===== src/rtl/jt900h_ramctl.sv =====
// Bridge from the jt900h CPU bus to a req/ack word memory, with a one-word read
// buffer and a write-done latch so a held write strobe issues only one memory write.
//
// state | meaning
// ------+------------------------------------------------------------
// IDLE  | evaluate CPU bus; start a read miss or a new write
// RD    | read request outstanding, waiting for mem_ack
// WR    | write request outstanding, waiting for mem_ack
// DONE  | one-cycle write completion, cpu_rdy asserted
module jt900h_ramctl #(
    parameter int AW = 24
) (
    input  logic          clk,
    input  logic          rst,
    input  logic          cen,
    input  logic [AW-1:0] cpu_addr,
    input  logic [15:0]   cpu_dout,
    input  logic [1:0]    cpu_we,
    output logic [15:0]   cpu_din,
    output logic          cpu_rdy,
    output logic [AW-2:0] mem_addr,
    output logic [15:0]   mem_din,
    input  logic [15:0]   mem_dout,
    output logic          mem_req,
    output logic          mem_wr,
    output logic [1:0]    mem_be,
    input  logic          mem_ack
);
    typedef enum logic [1:0] {IDLE, RD, WR, DONE} state_t;

    state_t        state_q, state_d;
    logic [AW-2:0] tag_q, tag_d;
    logic          valid_q, valid_d;
    logic [15:0]   buf_q, buf_d;
    logic          wdone_q, wdone_d;
    logic [AW-2:0] wtag_q, wtag_d;
    logic [AW-2:0] mem_addr_q, mem_addr_d;
    logic [15:0]   mem_din_q, mem_din_d;
    logic [1:0]    mem_be_q, mem_be_d;
    logic          mem_wr_q, mem_wr_d;
    logic          mem_req_q, mem_req_d;

    logic [AW-2:0] wa;
    logic          is_write;
    logic          rd_hit;
    logic          wr_hit;
    logic          unused_addr_lsb;

    assign wa              = cpu_addr[AW-1:1];
    assign unused_addr_lsb = cpu_addr[0];
    assign is_write        = (cpu_we != 2'b00);
    assign rd_hit          = valid_q && (tag_q == wa);
    assign wr_hit          = wdone_q && (wtag_q == wa);

    always_comb begin
        state_d    = state_q;
        tag_d      = tag_q;
        valid_d    = valid_q;
        buf_d      = buf_q;
        wdone_d    = wdone_q;
        wtag_d     = wtag_q;
        mem_addr_d = mem_addr_q;
        mem_din_d  = mem_din_q;
        mem_be_d   = mem_be_q;
        mem_wr_d   = mem_wr_q;
        mem_req_d  = mem_req_q;

        // Any break in the write strobe or a move to another word re-arms writes.
        if (!is_write || (wa != wtag_q)) begin
            wdone_d = 1'b0;
        end

        case (state_q)
            IDLE: begin
                if (cen) begin
                    if (is_write) begin
                        if (!wr_hit) begin
                            mem_addr_d = wa;
                            mem_din_d  = cpu_dout;
                            mem_be_d   = cpu_we;
                            mem_wr_d   = 1'b1;
                            mem_req_d  = 1'b1;
                            state_d    = WR;
                        end
                    end else if (!rd_hit) begin
                        mem_addr_d = wa;
                        mem_be_d   = 2'b11;
                        mem_wr_d   = 1'b0;
                        mem_req_d  = 1'b1;
                        state_d    = RD;
                    end
                end
            end
            RD: begin
                if (mem_ack) begin
                    buf_d     = mem_dout;
                    tag_d     = mem_addr_q;
                    valid_d   = 1'b1;
                    mem_req_d = 1'b0;
                    state_d   = IDLE;
                end
            end
            WR: begin
                if (mem_ack) begin
                    mem_req_d = 1'b0;
                    mem_wr_d  = 1'b0;
                    wdone_d   = 1'b1;
                    wtag_d    = mem_addr_q;
                    // Keep the buffered copy coherent; non-buffered words are not allocated.
                    if (valid_q && (tag_q == mem_addr_q)) begin
                        if (mem_be_q[1]) buf_d[15:8] = mem_din_q[15:8];
                        if (mem_be_q[0]) buf_d[7:0]  = mem_din_q[7:0];
                    end
                    state_d = DONE;
                end
            end
            DONE: begin
                state_d = IDLE;
            end
            default: begin
                state_d = IDLE;
            end
        endcase
    end

    always_ff @(posedge clk or negedge rst) begin
        if (!rst) begin
            state_q    <= IDLE;
            tag_q      <= '0;
            valid_q    <= 1'b0;
            buf_q      <= '0;
            wdone_q    <= 1'b0;
            wtag_q     <= '0;
            mem_addr_q <= '0;
            mem_din_q  <= '0;
            mem_be_q   <= '0;
            mem_wr_q   <= 1'b0;
            mem_req_q  <= 1'b0;
        end else begin
            state_q    <= state_d;
            tag_q      <= tag_d;
            valid_q    <= valid_d;
            buf_q      <= buf_d;
            wdone_q    <= wdone_d;
            wtag_q     <= wtag_d;
            mem_addr_q <= mem_addr_d;
            mem_din_q  <= mem_din_d;
            mem_be_q   <= mem_be_d;
            mem_wr_q   <= mem_wr_d;
            mem_req_q  <= mem_req_d;
        end
    end

    assign cpu_din  = buf_q;
    assign mem_addr = mem_addr_q;
    assign mem_din  = mem_din_q;
    assign mem_be   = mem_be_q;
    assign mem_wr   = mem_wr_q;
    assign mem_req  = mem_req_q;
    assign cpu_rdy  = (state_q == DONE) ||
                      ((state_q == IDLE) && ((is_write && wr_hit) || (!is_write && rd_hit)));

endmodule


===== config.mk =====
export PLATFORM = sky130hd
export DESIGN_NAME = jt900h_ramctl
export DESIGN_NICKNAME = d
export VERILOG_FILES = /design/src/rtl/jt900h_ramctl.sv
export SDC_FILE = /design/constraint.sdc
export NUM_CORES = 1
export LEC_CHECK = 0
export BUFFER_PORTS_ARGS = -buffer_cell sky130_fd_sc_hd__buf_2
export CAP_MARGIN = 20
export CORE_UTILIZATION = 50
export DETAILED_ROUTE_END_ITERATION = 10
export GPL_TIMING_DRIVEN = 0
export PLACE_DENSITY = 0.85
export SYNTH_ARGS = -nofsm -noshare
export SYNTH_HDL_FRONTEND = slang
export SYNTH_SLANG_ARGS = --single-unit

===== constraint.sdc =====
create_clock -name clk -period 2.4 [get_ports clk]
set_input_delay 0.36 -clock clk [delete_from_list [all_inputs] [get_ports clk]]
set_output_delay 0.36 -clock clk [all_outputs]
set_load 0.01 [all_outputs]

==> results of run 1 <==
-- cells by family (layout without fill, tap and decap cells) --
| logic type | after synthesis | in the layout | share of synthesized area |
|---|---|---|---|
| flops | 109 | 109 | 0.493 |
| simple gates | 88 | 88 | 0.102 |
| compound gates | 57 | 57 | 0.0669 |
| mux | 89 | 89 | 0.194 |
| buf+inv | 25 | 178 | 0.0264 |
| xor+xnor | 69 | 69 | 0.109 |
| fa+ha+maj | 4 | 4 | 0.00904 |
-- worst max path at each step --
| stage | from | end | slack (ps) | depth (start not counted) |
|---|---|---|---|---|
| after floorplan | tag_q[7] | mem_addr[0] | 280 | 7 |
| final | wtag_q[7] | cpu_rdy | -90 | 7 |
| after global routing | wtag_q[7] | cpu_rdy | -230 | 7 |
| after global placement | rst | mem_addr[15] | -200 | 1 |
| after detailed placement | cpu_addr[9] | mem_addr[1] | -240 | 9 |
| after CTS | wtag_q[10] | cpu_rdy | -80 | 7 |
-- per-layer routing --
metal	share of wire	GRT usage	vias to the layer above
li1	-	-	1896
met1	0.41	0.311	2066
met2	0.49	0.433	172
met3	0.068	0.0395	37
met4	0.036	0.105	0
met5	0	0	-
-- layout make-up --
cell class                      count  area (sq um)
Sequential cell                   109          2730
Tap cell                          140           175
Clock buffer                       11           141
Timing Repair Buffer              142           881
Inverter                            4          15.0
Multi-Input combinational cell    307          2780
Buffer                             16           104
Clock inverter                      5          82.6
Fill cell                         815          3880
-- flip-flops by register name, summed over array words and instances, names as in the netlist, 2 cells and up --
| name | cells |
|---|---|
| mem_addr | 23 |
| tag_q | 23 |
| wtag_q | 23 |
| cpu_din | 16 |
| mem_din | 16 |
| mem_be | 2 |
| state_q | 2 |
-- power breakdown --
group / switching (mW) / internal [mW] / leakage (nW)
clock: 0.636 / 0.621 / 0.114
sequential: 0.932 / 2.76 / 1.30
combinational: 2.14 / 2.25 / 1.76
-- Yosys cell counts, drive strengths merged --
cell type	n	area share
or4	1	0.0020
o2111ai	1	0.0016
xnor2	3	0.0047
mux2i	1	0.0018
o22ai	16	0.018
nor4	36	0.044
or3	3	0.0043
o21bai	9	0.012
nor2	7	0.0056
clkbuf	14	0.0095
inv	4	0.0027
ha	4	0.0090
nand4b	1	0.0016
or4b	1	0.0025
nand2b	6	0.0068
a21oi	9	0.0081
or2	1	0.0011
o21a	2	0.0027
nor3	2	0.0038
xor2	66	0.10
a211oi	8	0.011
nand4	6	0.0068
nor2b	1	0.0011
o211ai	2	0.0027
o21ai	8	0.0072
dfrtp	109	0.49
o221ai	1	0.0016
and2	2	0.0023
buf	7	0.014
o211a	1	0.0018
mux2	88	0.19
nand2	13	0.0088
nor3b	8	0.011
-- worst max-delay path, delay by kind of cell (launching register included) --
| family | cells | cell delay [ps] |
|---|---|---|
| xor gates and xnor gates | 1 | 190 |
| AOI/OAI and AO/OA | 1 | 120 |
| DFF | 1 | 400 |
| buffers and inverters | 1 | 130 |
| and+or+nand+nor | 4 | 910 |
-- through the flow --
| stage | area, sq um | hold slack [ps] | std cells |
|---|---|---|---|
| 2_1_floorplan | 5540 | 64.4 | 441 |
| 6_report | 6910 | 21.2 | 734 |
| 3_5_place_dp | 6340 | 449 | 701 |
| 3_3_place_gp | 6310 | 480 | 700 |
| 4_1_cts | 6750 | 43.5 | 730 |
| 5_1_grt | 6910 | 73.5 | 734 |
-- what timing repair did --
item / 4_1_cts / 5_1_grt
pin swaps: 15 / 5
buffers inserted: 14 / 6
cloned: 1 / 1
resized for setup: 9 / 21
setup endpoints to repair: 33 / 68
-- placed cells by master, fill, tap and decap left out, types with 2 or more instances in the layout --
cell,netlist,final
or3_1,2,2
xor2_2,0,3
mux2_2,46,46
o21a_1,2,2
buf_16,0,2
clkbuf_8,0,10
xnor2_1,3,3
buf_6,0,3
clkbuf_1,14,13
mux2_4,20,24
mux2_1,22,18
o21bai_1,9,9
nor2_1,5,5
o22ai_1,16,16
inv_1,4,4
nand4_1,6,6
o211ai_1,2,2
nor4_4,0,3
nor4_2,3,6
buf_12,3,5
dfrtp_1,109,109
nor4_1,33,27
ha_1,4,4
nor3b_1,8,8
bufinv_16,0,2
o21ai_0,6,6
nand2b_1,6,4
a21oi_1,9,9
buf_2,3,118
xor2_1,66,63
nand2b_2,0,2
and2_1,2,2
nand2_1,13,12
buf_4,0,15
a211oi_1,8,8
==> impl_metrics.py, run 1 <==
metrics = {
    "global_route": {
        "grt_pass1_vias": 4253,
        "grt_pass1_wl_um": 21900,
        "gr-usage-all-layers": 0.251,
        "grt-ovfl-total": 0,
        "grt_max_degree": 57,
        "antenna_found_initial": 0,
    },
    "finish": {
        "area.growth.synth_to_final_pct": 24.7,
        "drive_above_1_share": 0.428,
        "n_antenna_cell": 0,
        "nets": 655,
        "utilization": 0.640,
    },
    "floorplan": {
        "die-area_sq_um": 11500,
        "start_util": 0.513,
        "top_level_ports": 122,
        "fp.dieW_um": 107,
        "core_area_sq_um": 10800,
        "rows": 38,
        "die_h_um": 107,
    },
    "timing": {
        "layout_setup_ws_ps": -88.0,
        "period_share": 1.04,
        "final-max-slew-violation-count": 0,
        "grt_setup_unrepaired": "yes",
        "relSlewSlack": 0.480,
        "setup_viol": 12,
        "setup_tns_ps": -191,
        "hold_violations": 0,
        "clock_skew_ps": 10.3,
        "max_freq_ghz": 0.402,
        "post-route-min-period_ps": 2490,
        "tightest_slew_ps": 780,
    },
    "critical_path": {
        "slowest_delay_ps": 400,
        "rr_endpoint": "mem_addr[21]",
        "r2r_slack_ps": -20,
        "critPathArrivalTime_ps": 2130,
        "cp_cell_sequence": "xor2_1 -> nor4_2 -> nand2_2 -> nor4_4 -> o21ai_2 -> nand2b_1 -> buf_2",
        "reg2reg_depth": 9,
        "critPathMaxFanout": 2,
        "critPathCaptureType": "primary output",
        "cp-start-kind": "flip-flop",
        "r2r_start": "wtag_q[7]",
        "worst_ep_required_time_ps": 2040,
        "path_class": "reg -> out",
        "slowest_stage": "dfrtp_1",
    },
    "clocking": {
        "clkSlewWorstSetupHoldPaths_ps": 100,
        "cts_hold_buf": 0,
        "ctsRootBufferMaster": "clkbuf_8",
        "clk_latency_ps": 380,
        "numCtsBuffers": 9,
        "cts_buffer_depth": 2,
        "htree_num_levels": 3,
        "cts_tree": "built",
        "clkSinkCount": 109,
    },
    "synthesis": {
        "syn_area_sq_um": 5540,
        "synth_cells": 441,
        "yosysWarnings": 0,
        "synth.ff_latch_count": 109,
        "synth_nets": 507,
        "syn_avg_cell_area_sq_um": 12.6,
        "synth-seq-area-share": 0.493,
        "synth_cell_types": 42,
    },
    "run_status": {
        "violations": "setup timing",
        "outcome": "finished with violations",
    },
    "placed_design": {
        "portBuffers": 119,
        "hpwl_um": 10100,
        "dpl_worst_slack_ps": -243,
        "gp_congestion": 0.915,
    },
    "detailed_routing": {
        "wl_per_cell_um": 19.1,
        "routed_via_density": 5.68,
        "via_count": 4171,
        "wirelength_um": 14000,
        "ant_nets": 0,
        "drc_errors": 0,
        "drtIter0Drc": 236,
        "drtPass1Iterations": 4,
    },
    "pwr": {
        "total_leakage_power_nw": 3.17,
        "power_mw": 9.34,
        "power_density_nw_per_um2": 1350,
        "peakVddDrop_uv": 691,
    },
    "hold_path": {
        "hp-class": "in -> async",
    },
    "job": {
        "drv_cap": 0,
    },
}
No activity file was read; power rests on OpenSTA's default activity.
==> run 2: changes to the inputs <==
- ABC_AREA: unset -> 1
==> run 2 against run 1 <==
Effect of this change:
- critical path depth is 4 higher
- highest routed layer unchanged
- first-iteration DRC count grew 120%
- setup slack improved by 230 ps
- clock-buffer cell count decreased by 2
- core utilization shrank 2.7 points
- sequential power decreased by 7.0%
- synthesized cell count grew 85%
- combinational power decreased by 7.5%
- the flow finishes with violations (hold timing)
==> impl_metrics.py, run 2 <==
metrics = {
    "timing": {
        "grt_setup_unrepaired": "no",
        "max_freq_ghz": 0.443,
        "post-route-min-period_ps": 2260,
        "clock_skew_ps": 12.7,
        "final-max-slew-violation-count": 0,
        "relSlewSlack": 0.566,
        "hold_violations": 2,
        "setup_viol": 0,
        "holdWs_ps": -1.72,
        "period_share": 0.941,
        "tightest_slew_ps": 651,
    },
    "placed_design": {
        "portBuffers": 120,
        "hpwl_um": 12800,
        "gp_congestion": 0.963,
    },
    "clocking": {
        "clkSinkCount": 109,
        "clk_latency_ps": 370,
        "htree_num_levels": 3,
        "numCtsBuffers": 9,
        "cts_tree": "built",
        "ctsRootBufferMaster": "clkbuf_16",
        "clkSlewWorstSetupHoldPaths_ps": 80,
        "cts_buffer_depth": 2,
        "cts_hold_buf": 0,
    },
    "detailed_routing": {
        "drtPass1Iterations": 5,
        "routed_via_density": 5.32,
        "drc_errors": 0,
        "drtIter0Drc": 521,
        "wl_per_cell_um": 15.7,
        "ant_nets": 0,
        "wirelength_um": 17200,
        "via_count": 5819,
    },
    "critical_path": {
        "cp-startpoint": "wtag_q[9]",
        "r2r_slack_ps": 310,
        "r2r_start": "state_q[1]",
        "rr_endpoint": "tag_q[9]",
        "critPathArrivalTime_ps": 1900,
        "path_class": "reg -> out",
        "critPathCaptureType": "primary output",
        "cp-start-kind": "flip-flop",
        "reg2reg_depth": 6,
        "critPathMaxFanout": 8,
        "worst_ep_required_time_ps": 2040,
    },
    "finish": {
        "drive_above_1_share": 0.180,
        "n_antenna_cell": 0,
        "final_cell_mix": "321 x nand2_1, 126 x buf_2, 109 x dfrtp_1, 85 x inv_1, 71 x o21ai_0",
        "final_common_cell": "nand2_1",
        "register_area_sq_um": 2730,
        "area.growth.synth_to_final_pct": 19.1,
        "fill_cells": 1036,
        "multi_input_area_sq_um": 2680,
        "nets": 1012,
    },
    "floorplan": {
        "die_h_um": 110,
        "start_util": 0.515,
        "core_area_sq_um": 11400,
        "rows": 39,
        "top_level_ports": 122,
        "die-area_sq_um": 12200,
        "fp.dieW_um": 110,
    },
    "job": {
        "drv_cap": 0,
    },
    "global_route": {
        "grt_pass1_vias": 5509,
        "gr-usage-all-layers": 0.294,
        "grt-ovfl-total": 0,
        "antenna_found_initial": 0,
        "grt_max_degree": 64,
        "grt_pass1_wl_um": 28100,
    },
    "synthesis": {
        "yosys.area_share.simple": 0.326,
        "synth-seq-area-share": 0.464,
        "synthTopCellsByArea": "dfrtp_1 46%, nand2_1 21%, o21ai_0 6.0%, inv_1 5.4%, nor2_1 4.6%",
        "synth_ff_type": "dfrtp_1",
        "synthXorXnorAreaFrac": 0.0417,
        "synth_area_leader_cell": "dfrtp_1",
        "synth_fa_ha_area_frac": 0.00851,
        "synth_nets": 880,
        "synth_cell_types": 30,
        "synth.ff_latch_count": 109,
        "synth.most_common_cell": "nand2_1",
        "synth.area.mux_share": 0,
        "synth_cells": 814,
        "synth-compound-area-share": 0.0770,
        "synth-edff-count": 0,
        "syn_avg_cell_area_sq_um": 7.22,
        "netlist_top_cells_count": "323 x nand2_1, 109 x dfrtp_1, 85 x inv_1",
        "synth_top_family_by_area": "simple AND/OR/NAND/NOR gates",
        "async_flop_share": 1.00,
        "syn_area_sq_um": 5880,
        "yosysWarnings": 0,
        "synth_top_cell_area_share": 0.464,
    },
    "pwr": {
        "power_density_nw_per_um2": 1290,
        "total_leakage_power_nw": 3.91,
        "peakVddDrop_uv": 838,
        "power_mw": 9.04,
    },
    "run_status": {
        "violations": "hold timing",
        "outcome": "finished with violations",
    },
    "hold_path": {
        "hp-class": "in -> async",
    },
}
-- run 2: cell count changes in the layout (fill, tap and decap cells not counted), sizes merged, moves of 10 or more --
cell,delta
buf,-13
inv,+92
mux2,-88
nand2,+311
nand3,+24
nand4,+31
nor2,+66
nor4,-36
o21ai,+65
o22ai,-10
xor2,-42
-- run 2: cell type report --
cell class | count | share of cell area
Timing Repair Buffer | 121 | 0.0900
Sequential cell | 109 | 0.389
Tap cell | 143 | 0.0255
Buffer | 25 | 0.0170
Inverter | 98 | 0.0525
Clock inverter | 7 | 0.0107
Clock buffer | 9 | 0.0322
Multi-Input combinational cell | 582 | 0.383
-- run 2: how the worst max path moves through the flow --
| stage | depth (start not counted) | to | slack [ps] |
|---|---|---|---|
| detailed placement | 12 | cpu_rdy | 340 |
| floorplan | 8 | cpu_din[0] | 720 |
| CTS | 11 | cpu_rdy | 50 |
| finish | 11 | cpu_rdy | 140 |
| global route | 10 | cpu_rdy | 8 |
| global placement | 1 | mem_addr[12] | -270 |
-- run 2: metrics by stage --
| step | cells | setup TNS [ps] | cell area [sq um] | setup slack, ps | util |
|---|---|---|---|---|---|
| 3_5_place_dp | 1078 | 0 | 6690 | 344 | 0.586 |
| 4_1_cts | 1094 | 0 | 6990 | 52.2 | 0.612 |
| 3_3_place_gp | 1077 | -28530 | 6660 | -268 | 0.583 |
| 6_report | 1094 | 0 | 7000 | 142 | 0.613 |
| 5_1_grt | 1094 | 0 | 7000 | 7.51 | 0.613 |
| 2_1_floorplan | 814 | 0 | 5880 | 717 | - |
-- run 2: timing repair --
action                                  CTS  global route
gates resized for setup                   0             5
endpoints found under the setup margin    0             1
setup buffers                             0             0
-- run 2: metal layers --
metal | wire length (um) | GRT usage | vias to the layer above | part of all wire
met4 | 633 | 0.144 | 0 | 0.037
met2 | 7820 | 0.441 | 234 | 0.46
met3 | 1170 | 0.0631 | 52 | 0.068
li1 | - | - | 2818 | -
met5 | 0 | 0 | - | 0
met1 | 7540 | 0.405 | 2715 | 0.44
-- run 2: cells by family after synthesis --
logic type	Yosys count
buf+inv	123
compound gates	87
simple gates	463
fa+ha+maj	4
flops	109
xor+xnor	28
-- run 2: critical path, cell delays in order, from the launching register on --
cell	delay (ps)
dfrtp_1	380
inv_1	50
nand2_1	110
o21ai_0	100
nor2_1	90
nand2_1	100
nor2_2	120
nand4_1	120
nand2_1	130
nand2_2	130
nand2_1	80
buf_2	130
-- run 2: power by group --
part	leakage, nW	switching (mW)	internal, mW	total, mW
logic	2.40	2.59	1.46	4.05
clock network	0.138	0.735	0.814	1.55
registers	1.37	0.766	2.67	3.44
total	3.91	4.09	4.95	9.04
==> run 3: changes to the inputs <==
- ABC_AREA: 1 -> unset
- CORE_UTILIZATION: 50 -> 35
- PLACE_DENSITY: 0.85 -> 0.67
==> run 3 against run 2 <==
Effect of this change:
- the run ends with setup timing left
- clock power is 5% higher
- final area is 2.1% higher
- total power is 8.7% higher
- largest power group unchanged
==> impl_metrics.py, run 3 (synthesis gave the netlist of run 1 again) <==
metrics = {
    "hold_path": {
        "whs_path_depth": 2,
        "min_to": "mem_din[7]",
        "hp-start": "cpu_dout[7]",
        "hp-class": "in -> reg",
    },
    "timing": {
        "setup_viol": 6,
        "setup_tns_ps": -116,
        "post-route-min-period_ps": 2500,
        "layout_setup_ws_ps": -99.9,
        "tightest_slew_ps": 731,
        "holdWs_ps": 221,
        "max_freq_ghz": 0.400,
        "relSlewSlack": 0.513,
        "hold_violations": 0,
        "grt_setup_unrepaired": "yes",
        "period_share": 1.04,
        "final-max-slew-violation-count": 0,
        "clock_skew_ps": 11.1,
    },
    "critical_path": {
        "critPathCaptureType": "primary output",
        "path_class": "reg -> out",
        "critPathMaxFanout": 4,
        "slowest_delay_ps": 560,
        "r2r_slack_ps": -10,
        "r2r_start": "tag_q[16]",
        "cp-start-kind": "flip-flop",
        "slowest_stage": "or4b_4",
        "reg2reg_depth": 8,
        "worst_ep_required_time_ps": 2040,
        "critPathArrivalTime_ps": 2140,
        "cp_cell_sequence": "xor2_1 -> or4b_4 -> nor3_4 -> o21ai_2 -> nand2b_1 -> buf_2",
        "cp-startpoint": "tag_q[16]",
        "rr_endpoint": "mem_addr[14]",
    },
    "detailed_routing": {
        "drc_errors": 0,
        "drtPass1Iterations": 4,
        "ant_nets": 0,
        "via_count": 4271,
        "wirelength_um": 15200,
        "routed_via_density": 5.25,
        "wl_per_cell_um": 18.7,
        "drtIter0Drc": 233,
    },
    "clocking": {
        "ctsRootBufferMaster": "clkbuf_16",
        "clkSlewWorstSetupHoldPaths_ps": 70,
        "numCtsBuffers": 9,
        "htree_num_levels": 3,
        "cts_buffer_depth": 2,
        "clk_latency_ps": 360,
        "cts_tree": "built",
        "clkSinkCount": 109,
    },
    "global_route": {
        "grt-ovfl-total": 0,
        "grt_pass1_wl_um": 23100,
        "gr-usage-all-layers": 0.188,
        "grt_pass1_vias": 4266,
        "antenna_found_initial": 1,
        "grt_max_degree": 73,
    },
    "run_status": {
        "outcome": "finished with violations",
        "violations": "setup timing",
    },
    "finish": {
        "area.growth.synth_to_final_pct": 29.1,
        "final_cell_mix": "120 x buf_2, 109 x dfrtp_1, 62 x xor2_1, 46 x mux2_2, 25 x mux2_4",
        "nets": 662,
        "utilization": 0.467,
        "final_common_cell": "buf_2",
        "layout.cells.non_filler": 813,
        "drive_above_1_share": 0.444,
    },
    "floorplan": {
        "core_area_sq_um": 15300,
        "fp.dieW_um": 128,
        "top_level_ports": 122,
        "die_h_um": 128,
        "rows": 45,
        "start_util": 0.362,
        "die-area_sq_um": 16300,
    },
    "job": {
        "drv_cap": 0,
    },
    "pwr": {
        "power_density_nw_per_um2": 1370,
        "total_leakage_power_nw": 3.24,
        "peakVddDrop_uv": 761,
        "power_mw": 9.82,
    },
    "placed_design": {
        "dp_cells": 772,
        "portBuffers": 119,
        "gp_congestion": 0.848,
        "hpwl_um": 10900,
    },
}
[run 3: stage by stage]
stage               instance area [sq um]  setup WS, ps
floorplan                            5540           284
global placement                     6400          -273
detailed placement                   6430          -224
CTS                                  6980         -99.1
global route                         7150          -180
finish                               7150         -99.9
[run 3: power breakdown]
part | total (mW) | internal [mW] | switching, mW | leakage (nW)
Combinational | 4.52 | 2.29 | 2.23 | 1.79
Sequential | 3.68 | 2.77 | 0.908 | 1.30
Clock | 1.62 | 0.948 | 0.677 | 0.154
[run 3: metal layers]
layer,track usage,routed length [um],vias up
li1,-,-,1919
met1,0.225,6350,2118
met2,0.323,7530,201
met3,0.0438,880,33
met4,0.0830,436,0
met5,0,0,-
[run 3: worst max-delay path by stage]
stage / to / slack [ps]
3_3_place_gp: mem_addr[8] / -270
3_5_place_dp: mem_addr[19] / -220
5_1_grt: cpu_rdy / -180
2_1_floorplan: mem_addr[0] / 280
4_1_cts: cpu_rdy / -100
6_report: cpu_rdy / -100
[run 3: layout make-up]
type                       count  area [sq um]
multi-input combinational    307          2820
sequential                   109          2730
buffer                        18           126
clock buffer                  13           250
inverter                       4          15.0
tap                          211           264
antenna                        1          2.50
fill                        1401          8170
clock inverter                 3          68.8
timing repair buffer         147           878
[run 3: what timing repair did]
| action | in CTS | in global routing |
|---|---|---|
| endpoints found under the hold margin | 30 | 0 |
| hold buffers | 1 | 0 |
| pin swaps | 10 | 19 |
| setup endpoints to repair | 34 | 71 |
| resized for setup | 16 | 19 |
| cloned | 2 | 0 |
| setup buffers | 15 | 9 |
[run 3: critical path, delay by kind of cell (launching register included)]
kind | cells | cell delay, ps
compound gates | 1 | 120
xor+xnor | 1 | 170
buf+inv | 1 | 130
flops | 1 | 400
simple gates | 3 | 960
